`src/rtl/irq_pkg.sv`:
```
// rtl/irq_pkg.sv - register offsets and bit positions for the interrupt controller
package irq_pkg;

    localparam logic [1:0] OFF_PENDING = 2'd0;
    localparam logic [1:0] OFF_ENABLE  = 2'd1;
    localparam logic [1:0] OFF_CLAIM   = 2'd2;
    localparam logic [1:0] OFF_CTRL    = 2'd3;

    localparam int CLAIM_VALID_BIT = 31;
    localparam int CTRL_GE_BIT     = 0;

endpackage

```
`src/rtl/irq_sync.sv`:
```
// rtl/irq_sync.sv - two-flop synchronizer plus prev flop; emits set pulse (edge) or level
module irq_sync #(
    parameter bit EDGE = 1'b1
) (
    input  logic clk,
    input  logic rst,
    input  logic line,
    output logic set
);

    logic s1;
    logic s2;
    logic prev;

    always_ff @(posedge clk or negedge rst) begin
        if (!rst) begin
            s1   <= 1'b0;
            s2   <= 1'b0;
            prev <= 1'b0;
        end else begin
            s1   <= line;
            s2   <= s1;
            prev <= s2;
        end
    end

    assign set = EDGE ? (s2 & ~prev) : s2;

endmodule

```
`src/rtl/irq_ctrl.sv`:
```
// rtl/irq_ctrl.sv - memory-mapped external interrupt controller feeding the datapath irq input
module irq_ctrl
    import irq_pkg::*;
#(
    parameter int                 NUM_IRQ   = 8,
    parameter logic [NUM_IRQ-1:0] EDGE_MASK = {NUM_IRQ{1'b1}},
    parameter logic [31:0]        BASE_ADDR = 32'hFFFF_0000
) (
    input  logic               clk,
    input  logic               rst,
    input  logic [NUM_IRQ-1:0] irq_lines,
    input  logic [31:0]        address,
    input  logic [31:0]        writeData,
    input  logic               writeMem,
    input  logic               readMem,
    input  logic               stop,
    output logic               hit,
    output logic [31:0]        readData,
    output logic               irq
);

    localparam int PAD = 32 - NUM_IRQ;

    logic [NUM_IRQ-1:0] set_vec;
    logic [NUM_IRQ-1:0] pending;
    logic [NUM_IRQ-1:0] pending_nxt;
    logic [NUM_IRQ-1:0] enable;
    logic               ge;
    logic [NUM_IRQ-1:0] active;
    logic [4:0]         claim_idx;
    logic               claim_valid;
    logic [31:0]        claim_word;
    logic [1:0]         off;
    logic               wr_en;
    logic               claim_fire;
    logic [NUM_IRQ-1:0] w1c_mask;
    logic [NUM_IRQ-1:0] claim_mask;

    for (genvar i = 0; i < NUM_IRQ; i++) begin : g_sync
        irq_sync #(.EDGE(EDGE_MASK[i])) u_sync (
            .clk  (clk),
            .rst  (rst),
            .line (irq_lines[i]),
            .set  (set_vec[i])
        );
    end

    assign hit = (address[31:4] == BASE_ADDR[31:4]);
    assign off = address[3:2];

    // Accesses held by a cache stall repeat later, so they must not cause side effects now.
    assign wr_en      = hit & writeMem & ~stop;
    assign claim_fire = hit & readMem & ~writeMem & ~stop & (off == OFF_CLAIM) & claim_valid;

    assign active      = pending & enable;
    assign claim_valid = |active;

    always_comb begin
        claim_idx = '0;
        for (int i = NUM_IRQ - 1; i >= 0; i--) begin
            if (active[i]) claim_idx = 5'(i);
        end
    end

    always_comb begin
        claim_word                  = '0;
        claim_word[CLAIM_VALID_BIT] = claim_valid;
        claim_word[4:0]             = claim_idx;
    end

    assign w1c_mask   = (wr_en && off == OFF_PENDING) ? writeData[NUM_IRQ-1:0] : '0;
    assign claim_mask = claim_fire ? (NUM_IRQ'(1) << claim_idx) : '0;

    // Edge bits: a new set beats a same-cycle clear. Level bits simply track the synchronized line.
    assign pending_nxt = (((pending & ~(w1c_mask | claim_mask)) | set_vec) & EDGE_MASK)
                       | (set_vec & ~EDGE_MASK);

    always_ff @(posedge clk or negedge rst) begin
        if (!rst) begin
            pending <= '0;
            enable  <= '0;
            ge      <= 1'b0;
            irq     <= 1'b0;
        end else begin
            pending <= pending_nxt;
            irq     <= ge & claim_valid;
            if (wr_en && off == OFF_ENABLE) enable <= writeData[NUM_IRQ-1:0];
            if (wr_en && off == OFF_CTRL)   ge     <= writeData[CTRL_GE_BIT];
        end
    end

    always_comb begin
        readData = '0;
        if (hit) begin
            case (off)
                OFF_PENDING: readData = {{PAD{1'b0}}, pending};
                OFF_ENABLE:  readData = {{PAD{1'b0}}, enable};
                OFF_CLAIM:   readData = claim_word;
                default:     readData = {31'b0, ge};
            endcase
        end
    end

    logic unused_bits;
    assign unused_bits = &{1'b0, address[1:0], writeData[31:NUM_IRQ]};

endmodule

```
`config.mk`:
```
export PLATFORM = sky130hd
export DESIGN_NAME = irq_ctrl
export DESIGN_NICKNAME = d
export VERILOG_FILES = /design/src/rtl/irq_pkg.sv /design/src/rtl/irq_sync.sv /design/src/rtl/irq_ctrl.sv
export SDC_FILE = /design/constraint.sdc
export NUM_CORES = 1
export LEC_CHECK = 0
export ABC_CLOCK_PERIOD_IN_PS = 1850
export CORE_MARGIN = 3
export CORE_UTILIZATION = 35
export CTS_CLUSTER_SIZE = 28
export DETAILED_ROUTE_END_ITERATION = 7
export PLACE_DENSITY_LB_ADDON = 0.08
export SLEW_MARGIN = 20
export SYNTH_ARGS = -nofsm -noshare
export SYNTH_HDL_FRONTEND = slang
export SYNTH_SLANG_ARGS = --single-unit
```
`constraint.sdc`:
```
create_clock -name clk -period 1.85 [get_ports clk]
set_clock_uncertainty 0.1 [all_clocks]
set_input_delay 0.2775 -clock clk [delete_from_list [all_inputs] [get_ports clk]]
set_output_delay 0.2775 -clock clk [all_outputs]
set_load 0.02 [all_outputs]
```
==> results_dict.tcl <==
set metrics [dict create \
    port_buffers 61 \
    start_kind "flop" \
    pin_count 111 \
    critPathKind "reg2out" \
    synthCells 191 \
    area_growth_pct 77.19 \
    worst_ep_required_time_ns 1.47 \
    wl_met3_um 298 \
    ys_top_cells_by_area "dfrtp_1, buf_4, mux2_2" \
    yosys.area.top_type_share_pct 50.15 \
    ys.flop_type "dfrtp_1" \
    finalHoldViolCount 0 \
    via_per_inst 4.745 \
    final_nets 404 \
    gp_congestion 0.7557 \
    cts_tree "yes" \
    layout.cells.non_filler 400 \
    yosys_register_bits 42 \
    r2r_slack_ns -0.29 \
    failed_checks "negative setup slack" \
    yosysSeqAreaShare_pct 50.15 \
    design.core.area_um2 5642 \
    dp.final_hpwl_mm 4.225 \
    setup_viol 26 \
    max_freq_mhz 446.4 \
    syn-cell-area_um2 2096 \
    numCtsBuffers 5 \
    met1_length_mm 2.774 \
    num_rows 27 \
    vias 1898 \
    worstHoldPathCells 0 \
    die_x_um 83.38 \
    htree_levels 2 \
    status "complete, but fails checks" \
    r2r_cells 7 \
    grt_start_max_net_pins 43 \
    yosysTopAreaCell "dfrtp_1" \
    wire_per_inst_um 15.09 \
    reg2reg_from "pending[5]" \
    initialDrtViolationCount 86 \
    irDropWorstVdd_mv 0.4573 \
    synth_warnings 0 \
    drive_gt1_share_pct 49.39 \
    rsz0062_at_grt "true" \
    clk_pin_slew_worst_paths_ns 0.08 \
    grt_pass1_vias 1989 \
    min-delay-start "g_sync[7].u_sync.s1" \
    hp-class "reg2reg" \
    place_inst 374 \
    grt_pass1_wl_mm 9.825 \
    preCtsSetupSlack_ns -1.051 \
    clk-insertion-delay-late_ns 0.30 \
    diodes 0 \
    powerDensity_nw_per_um2 492.4 \
    synthArstFlopShare_pct 100.0 \
    finalWorstSetupSlack_ns -0.3904 \
    top_layer "met4" \
    avgSynthCellArea_um2 10.97 \
    min_period_over_period_pct 121.1 \
    die_h_um 83.38 \
    fin_hold_ws_ns 0.2531 \
    ant_nets 0 \
    cp_max_fo 2 \
    met2_length_mm 2.902 \
    antenna_found_initial 0 \
    die_area_um2 6952 \
    firstDrtPassIters 4 \
    root_buffer "clkbuf_8" \
    cap_violations 0 \
    min_to "g_sync[7].u_sync.s2" \
    cts.sinks 42 \
    p_leak_uw 0.001667 \
    synth_edf_count 0 \
    post-route-util_pct 65.82 \
    fill_cells 462 \
    report.final.slew_viol_count 0 \
    power.total_uw 1829 \
    ys_types 45 \
    clk_path_buf_depth 2 \
    endpoint_kind "output port" \
    drt_wl_total_mm 6.037 \
    initial_utilization_pct 37.15 \
    drc 0 \
    grt_usage_pct 17.44 \
    grt-ovfl-total 0 \
    arrival_ns 1.86 \
    min_period_ns 2.240 \
    r2r_end "pending[2]" \
]
-- final cells by class --
| class | count | area [µm²] | share of cell area [%] |
|---|---|---|---|
| Timing Repair Buffer | 134 | 1182 | 31.84 |
| Sequential cell | 42 | 1051 | 28.30 |
| Inverter | 1 | 3.754 | 0.1011 |
| Multi-Input combinational cell | 143 | 1287 | 34.67 |
| Clock buffer | 6 | 82.58 | 2.224 |
| Clock inverter | 2 | 16.27 | 0.4380 |
| Tap cell | 72 | 90.09 | 2.426 |
-- metrics by stage --
stage                     TNS (ns)  area (µm²)
after floorplan             -5.082        2191
after global placement      -20.73        3109
after detailed placement    -20.95        3109
after CTS                   -6.449        3572
after global routing        -7.926        3714
final                       -6.810        3714
-- flip-flops by register name, indices dropped and copies added, names as in the netlist --
name,flops
g_sync.u_sync.prev,8
ge,1
irq,1
pending,8
enable,8
g_sync.u_sync.s1,8
g_sync.u_sync.s2,8
-- kinds of logic after synthesis --
group / synth area share [%]
other: 0.1789
AND/OR/NAND/NOR: 20.96
multiplexers: 7.702
flip-flops: 50.15
AO/OA/AOI/OAI: 11.46
buffers and inverters: 9.552
-- cells in the final DEF, fill, tap and decap left out, types with 2 or more instances in the layout --
master	n
buf_4	57
dfrtp_1	42
buf_6	24
conb_1	23
clkdlybuf4s50_1	21
nand2_1	15
dlygate4sd2_1	10
nor2b_1	9
mux2_4	8
clkbuf_2	8
nor2_4	6
mux2i_1	6
clkbuf_8	6
nand3_1	5
clkdlybuf4s15_1	5
nor4_4	4
nand3_2	4
buf_2	4
nand4_1	3
o21ai_1	3
nand2b_1	3
a31o_4	3
a31o_2	3
and4_1	2
nor4_2	2
or3_4	2
a22o_4	2
a22o_1	2
and2_1	2
o211ai_1	2
nor2_2	2
nand3_4	2
a31oi_4	2
nand3b_1	2
a21boi_2	2
buf_12	2
-- critical path, stage by stage, from the launching register on --
cell and delay (ns):
dfrtp_1 0.39, a22o_1 0.27, a311o_1 0.36, o21a_1 0.18, o21ai_1 0.09, and2_1 0.15
buf_6 0.12
-- how the worst max path moves through the flow --
stage / startpoint / endpoint / slack [ns] / depth (start not counted)
CTS: enable[3] / readData[2] / -0.39 / 6
finish: enable[3] / readData[2] / -0.39 / 6
global placement: address[7] / readData[7] / -1.05 / 7
detailed placement: address[7] / readData[6] / -1.05 / 7
floorplan: address[7] / enable[0] / -0.28 / 7
global route: enable[3] / readData[2] / -0.45 / 6
-- where the power goes --
part,internal (µW),total (µW),switching [µW]
sequential,943,951,8.06
clock,307,639,332
combinational,118,238,120
-- metal layers --
layer  vias up  track usage (%)
met1       908            23.75
met2        59            27.41
met4         0            5.052
met3         8            4.464
met5         -                0
li1        923                -
-- repair_timing --
item	4_1_cts	5_1_grt
hold buffers	1	0
endpoints found under the setup margin	27	26
pin swaps	43	20
buffers inserted	17	6
gates resized for setup	167	45
endpoints found under the hold margin	42	0
-- Yosys cell counts, types with 3 or more instances --
cell	instances
nor2b_1	10
mux2_2	9
a31o_2	6
nand2b_1	3
o21ai_0	3
nand2_1	15
a22o_1	4
and2_1	3
dfrtp_1	42
nor4_1	5
nand3_1	11
a31oi_1	3
nor2_1	8
mux2i_1	6
nand4_1	3
buf_4	23
Note: power is estimated with default switching activity, not from simulation.
